<file path="config.mk">
export PLATFORM = sky130hd
export DESIGN_NAME = step_sequencer
export DESIGN_NICKNAME = d
export VERILOG_FILES = /design/src/rtl/step_sequencer.sv
export SDC_FILE = /design/constraint.sdc
export NUM_CORES = 1
export LEC_CHECK = 0
export CORE_AREA = 3 3 40 42
export DETAILED_ROUTE_END_ITERATION = 10
export DIE_AREA = 0 0 43 45
export GPL_ROUTABILITY_DRIVEN = 0
export HOLD_SLACK_MARGIN = 0.02
export PLACE_DENSITY_LB_ADDON = 0.12
export RECOVER_POWER = 50
export SLEW_MARGIN = 30
export SYNTH_ARGS = -nofsm -noshare
export SYNTH_HDL_FRONTEND = slang
export SYNTH_SLANG_ARGS = --single-unit
</file>
<file path="constraint.sdc">
create_clock -name CLK -period 1.87 [get_ports CLK]
set_clock_uncertainty 0.05 [all_clocks]
set_input_delay 0.2805 -clock CLK [delete_from_list [all_inputs] [get_ports CLK]]
set_output_delay 0.2805 -clock CLK [all_outputs]
set_load 0.02 [all_outputs]
</file>
<file path="src/rtl/step_sequencer.sv">
// step_sequencer: walks a step index through NUM_STEPS positions, pacing each
// free-run advance with a one-shot interval timer (start request out, done
// pulse in). Also supports single-step and clear.
module step_sequencer #(
    parameter int NUM_STEPS = 8,
    parameter int LOOP      = 1,
    parameter int IDX_W     = $clog2(NUM_STEPS)
) (
    input  logic             CLK,
    input  logic             RST,
    input  logic             RUN,
    input  logic             STEP,
    input  logic             CLR,
    input  logic             TIMER_PULSE,
    output logic             TIMER_START,
    output logic [IDX_W-1:0] STEP_IDX,
    output logic             STEP_STROBE,
    output logic             BUSY,
    output logic             DONE
);

    typedef enum logic [2:0] {
        S_IDLE,
        S_ARM,
        S_WAIT,
        S_DRAIN,
        S_HALT
    } state_t;

    localparam logic [IDX_W-1:0] LAST = IDX_W'(NUM_STEPS - 1);
    localparam bit               WRAP = (LOOP != 0);

    state_t           state;
    // Set when a timed advance happens with RUN high: the strobe cycle is
    // spent in IDLE so the next start request lands one cycle after it.
    logic             rearm;
    logic             at_end;
    logic             stop_here;
    logic [IDX_W-1:0] idx_next;

    // Advance rule: increment, wrap when looping, or hold at the end.
    always_comb begin
        at_end    = (STEP_IDX == LAST);
        stop_here = at_end && !WRAP;
        idx_next  = at_end ? '0 : STEP_IDX + IDX_W'(1);
    end

    // Sequencer FSM with all outputs registered.
    always_ff @(posedge CLK) begin
        if (RST) begin
            state       <= S_IDLE;
            rearm       <= 1'b0;
            STEP_IDX    <= '0;
            TIMER_START <= 1'b0;
            STEP_STROBE <= 1'b0;
            BUSY        <= 1'b0;
            DONE        <= 1'b0;
        end else begin
            TIMER_START <= 1'b0;
            STEP_STROBE <= 1'b0;
            case (state)
                S_IDLE: begin
                    rearm <= 1'b0;
                    if (CLR) begin
                        STEP_IDX <= '0;
                        DONE     <= 1'b0;
                    end else if ((RUN || rearm) && !DONE) begin
                        state       <= S_ARM;
                        TIMER_START <= 1'b1;
                    end else if (STEP && !RUN) begin
                        if (stop_here) begin
                            DONE <= 1'b1;
                        end else begin
                            STEP_IDX    <= idx_next;
                            STEP_STROBE <= 1'b1;
                        end
                    end
                end
                S_ARM: begin
                    state <= S_WAIT;
                    BUSY  <= 1'b1;
                    if (CLR) begin
                        STEP_IDX <= '0;
                        DONE     <= 1'b0;
                    end
                end
                S_WAIT: begin
                    if (CLR) begin
                        // A coincident pulse is swallowed by the clear.
                        STEP_IDX <= '0;
                        DONE     <= 1'b0;
                        if (TIMER_PULSE) begin
                            state <= S_IDLE;
                            BUSY  <= 1'b0;
                        end else begin
                            state <= S_DRAIN;
                        end
                    end else if (TIMER_PULSE) begin
                        BUSY <= 1'b0;
                        if (stop_here) begin
                            DONE  <= 1'b1;
                            state <= S_HALT;
                        end else begin
                            STEP_IDX    <= idx_next;
                            STEP_STROBE <= 1'b1;
                            state       <= S_IDLE;
                            rearm       <= RUN;
                        end
                    end
                end
                S_DRAIN: begin
                    if (TIMER_PULSE) begin
                        state <= S_IDLE;
                        BUSY  <= 1'b0;
                    end
                end
                S_HALT: begin
                    if (CLR) begin
                        state    <= S_IDLE;
                        STEP_IDX <= '0;
                        DONE     <= 1'b0;
                    end
                end
                default: begin
                    state <= S_IDLE;
                    BUSY  <= 1'b0;
                end
            endcase
        end
    end

endmodule

</file>
==> Flow_metrics.wiki, run 1 <==
{| class="wikitable"
! Metric !! Value
|-
| CP top delay family || buffers and inverters
|-
| Internal || 0.0003381 W
|-
| Req. time, crit path || 1.54 ns
|-
| Relative contribution of sequential cells to total power || 50.9%
|-
| Number of buffer and inverter stages on the critical path || 1
|-
| Leakage power || 0.2760 nW
|-
| Syn. warnings || 0
|-
| Final setup viols || 0
|-
| Total Routing Usage GR || 12.19%
|-
| Row Count || 13
|-
| Class of the most critical setup path || reg2out
|-
| Share of flip-flops with an asynchronous set or reset after synthesis || 0%
|-
| Number of pins with negative max-slew slack in the final report || 0
|-
| Period minus WS final || 1.599 ns
|-
| Post-CTS Hold Fix Bufs || 0
|-
| Share of the yosys chip area belonging to registers || 39.31%
|-
| Clock tree sinks || 10
|-
| Antenna cells || 0
|-
| Num CTS Buffers || 3
|-
| Core footprint || 1285 um^2
|-
| Die Area || 1935 um^2
|-
| Number of buffers on the longest clock path || 2
|-
| Post-layout net count || 79
|-
| HPWL reported at the end of detailed placement || 734.6 um
|-
| Critical path's largest stage delay || 0.63 ns
|-
| Number of storage elements in the synthesis netlist || 10
|-
| Max cap viols || 0
|-
| Unrepaired setup endpoints after global routing || no
|-
| Vertical extent of the die || 45 um
|-
| Achievable Freq || 625.6 MHz
|-
| Sw Share || 26.14%
|-
| Wire length of the first global-routing pass || 1690 um
|-
| Combinational power share || 18.3%
|-
| Number of setup buffers added after CTS || 0
|-
| Cell at the slowest stage of the critical path || sky130_fd_sc_hd__clkdlybuf4s50_1
|-
| Post-synthesis average cell area || 8.934 um^2
|-
| Maximum number of pins on one net before global-route repair || 10
|-
| Synth cell types || 28
|-
| Number of global-route vias before repair || 404
|-
| Clock tree root buffer cell || sky130_fd_sc_hd__clkbuf_4
|-
| Worst ir drop on vdd || 0.2970 mV
|-
| Starting density of the core || 39.63%
|-
| Sum of routed wire length over all layers || 1004 um
|-
| DRC Markers || 0
|-
| Area growth from synthesis to layout || 25.80%
|-
| Register-to-Register Setup Slack || 0.53 ns
|-
| Net Switching || 0.0001196 W
|-
| Worst R2R Path Depth || 4
|-
| Post-CTS sizing || 0
|-
| Cell-by-cell listing of the critical path || clkdlybuf4s50_1
|-
| Power, Total || 0.0004577 W
|-
| Post-synth EDFFs || 0
|-
| Number of gates on the worst path with buffers counted || 1
|-
| Post-route clock period utilization || 85.48%
|-
| Predominant post-synthesis flop cell || sky130_fd_sc_hd__dfxtp_1
|-
| Die W || 43 um
|-
| Largest fanout on the critical path || 4
|-
| Top-level port count || 13
|-
| Min-Delay Path Depth || 2
|-
| Count of input and output buffers || 11
|-
| Vias per cell || 5.143
|-
| Average wire per cell in the routed design || 11.95 um
|-
| Summed instance area of the synthesized netlist || 509.2 um^2
|-
| Type of element capturing the critical path || primary output
|-
| Total global routing overflow || 0
|-
| Hold violation count in the final report || 0
|-
| Status || finished clean
|-
| Number of detailed-route iterations in the first pass || 4
|-
| H-tree lvl count || 1
|-
| Power density over the cells || 714.5 nW/um^2
|-
| Post-DRT Antenna Nets || 0
|-
| Clock tree from TritonCTS || yes
|-
| Number of standard cells after synthesis || 57
|-
| CTS clock-pin slew for the worst setup and hold paths || 0.06 ns
|-
| Post-Route Setup TNS || 0 ns
|-
| Crit path arrival time || 1.27 ns
|-
| Mapped Nets || 65
|-
| Initial detailed-routing violation count || 9
|-
| Hold WC Path Type || reg2reg
|-
| Clock insertion delay at the later pin of the skew report || 0.26 ns
|-
| Initial antenna violation count || 0
|-
| Via total after detailed routing || 432
|-
| Worst Setup Start Kind || register
|-
| Proportion of power drawn by the clock network || 30.8%
|-
| Fraction of final layout cells with drive strength greater than 1 || 11.59%
|}
-- final timing paths --
| kind | from | end |
|---|---|---|
| worst min-delay path | STEP_IDX[2] | STEP_IDX[2] |
| worst min register to register | STEP_IDX[2] | STEP_IDX[2] |
| worst max-delay path | STEP_IDX[0] | STEP_IDX[0] |
| worst max register to register | state[1] | STEP_IDX[1] |
-- Yosys cell counts, drive strengths merged (2+ instances only) --
cell / instances / share of area, %
a21oi: 2 / 2.0
a22oi: 2 / 2.9
and3: 2 / 2.7
buf: 3 / 4.7
dfxtp: 10 / 39
ha: 2 / 4.9
inv: 2 / 1.5
mux2i: 3 / 5.9
nand2: 6 / 4.9
nand2b: 3 / 3.7
nor2: 7 / 5.2
nor4b: 2 / 3.4
o21ai: 2 / 2.0
-- final cells by class --
type / count / area [um^2]
Multi-Input combinational cell: 42 / 274.0
Sequential cell: 10 / 200.2
Fill cell: 134 / 644.4
Inverter: 2 / 7.507
Tap cell: 15 / 18.77
Timing Repair Buffer: 12 / 117.6
Clock buffer: 3 / 22.52
-- layer usage --
metal  vias up  GRT usage (%)  part of all wire [%]
met5         -              0                     0
met4         0          9.036                   2.3
met3         4          3.586                   4.1
met2         9          17.96                    44
met1       194          15.05                    50
li1        225              -                     -
-- layout by cell type (no fill, tap or decap) --
master / instances
sky130_fd_sc_hd__a2bb2oi_1: 1
sky130_fd_sc_hd__nand2_2: 1
sky130_fd_sc_hd__a211oi_2: 1
sky130_fd_sc_hd__conb_1: 1
sky130_fd_sc_hd__or4_1: 1
sky130_fd_sc_hd__buf_4: 1
sky130_fd_sc_hd__clkbuf_4: 3
sky130_fd_sc_hd__nand3_1: 1
sky130_fd_sc_hd__and3_1: 1
sky130_fd_sc_hd__nor2_1: 7
sky130_fd_sc_hd__inv_1: 2
sky130_fd_sc_hd__nor3_1: 1
sky130_fd_sc_hd__nor4b_1: 2
sky130_fd_sc_hd__dlygate4sd3_1: 2
sky130_fd_sc_hd__clkdlybuf4s50_1: 9
sky130_fd_sc_hd__nand2b_1: 3
sky130_fd_sc_hd__o211ai_1: 1
sky130_fd_sc_hd__nand2_1: 5
sky130_fd_sc_hd__xor2_1: 1
sky130_fd_sc_hd__nor2b_1: 1
sky130_fd_sc_hd__ha_1: 2
sky130_fd_sc_hd__dfxtp_1: 10
sky130_fd_sc_hd__a22oi_1: 2
sky130_fd_sc_hd__a21oi_1: 2
sky130_fd_sc_hd__a211o_2: 1
sky130_fd_sc_hd__and3_2: 1
sky130_fd_sc_hd__mux2i_1: 3
sky130_fd_sc_hd__a21boi_1: 1
sky130_fd_sc_hd__o21ai_0: 2
-- metrics by stage --
stage / util [%] / instances / area [um^2] / hold slack [ns] / setup slack, ns
2_1_floorplan: - / 57 / 509.2 / 0.2951 / 0.6735
3_5_place_dp: 48.39 / 81 / 621.8 / 0.4327 / 0.1946
4_1_cts: 50.15 / 84 / 644.4 / 0.4449 / 0.2478
5_1_grt: 49.85 / 84 / 640.6 / 0.4676 / 0.1940
3_3_place_gp: 48.39 / 81 / 621.8 / 0.4387 / 0.2102
6_report: 49.85 / 84 / 640.6 / 0.4404 / 0.2715
-- power by group through the flow --
| stage | logic (W) | clock network, W | registers (W) |
|---|---|---|---|
| floorplan | 0.0000466 | 0 | 0.000242 |
| global placement | 0.0000845 | 0 | 0.000238 |
| detailed placement | 0.0000848 | 0 | 0.000238 |
| CTS | 0.0000858 | 0.000144 | 0.000233 |
| global route | 0.0000916 | 0.000153 | 0.000235 |
| finish | 0.0000838 | 0.000141 | 0.000233 |
-- logic make-up after synthesis --
logic type,synth area share (%)
AND/OR/NAND/NOR,25.31
XOR/XNOR,1.720
buffers and inverters,6.143
flip-flops,39.31
multiplexers,5.897
adder cells (fa/ha/maj),4.913
other,0.7364
AO/OA/AOI/OAI,15.97
-- registers in the layout, summed over array words and instances, names as in the netlist --
name and count:
BUSY 1, STEP_IDX 3, STEP_STROBE 1, TIMER_START 1
rearm 1, state 3
-- worst min-delay path: stages, from the launching register on --
cell                       delay, ns
sky130_fd_sc_hd__dfxtp_1        0.32
sky130_fd_sc_hd__nand2b_1       0.07
sky130_fd_sc_hd__mux2i_1        0.05
Power figures use the tool's default switching activity.
==> inputs of run 2 (changes only) <==
--- a/config.mk
+++ b/config.mk
@@ -16,3 +16,4 @@
 export SYNTH_ARGS = -nofsm -noshare
 export SYNTH_HDL_FRONTEND = slang
 export SYNTH_SLANG_ARGS = --single-unit
+export TNS_END_PERCENT = 5
==> results of run 2 <==
The final DEF is identical to that of run 1; final timing and power are the same.
==> inputs of run 3 (changes only) <==
--- a/config.mk
+++ b/config.mk
@@ -6,6 +6,7 @@
 export NUM_CORES = 1
 export LEC_CHECK = 0
 export CORE_AREA = 3 3 40 42
+export CTS_CLUSTER_DIAMETER = 100
 export DETAILED_ROUTE_END_ITERATION = 10
 export DIE_AREA = 0 0 43 45
 export GPL_ROUTABILITY_DRIVEN = 0
==> results of run 3 <==
The final DEF is identical to that of run 1; final timing and power are the same.
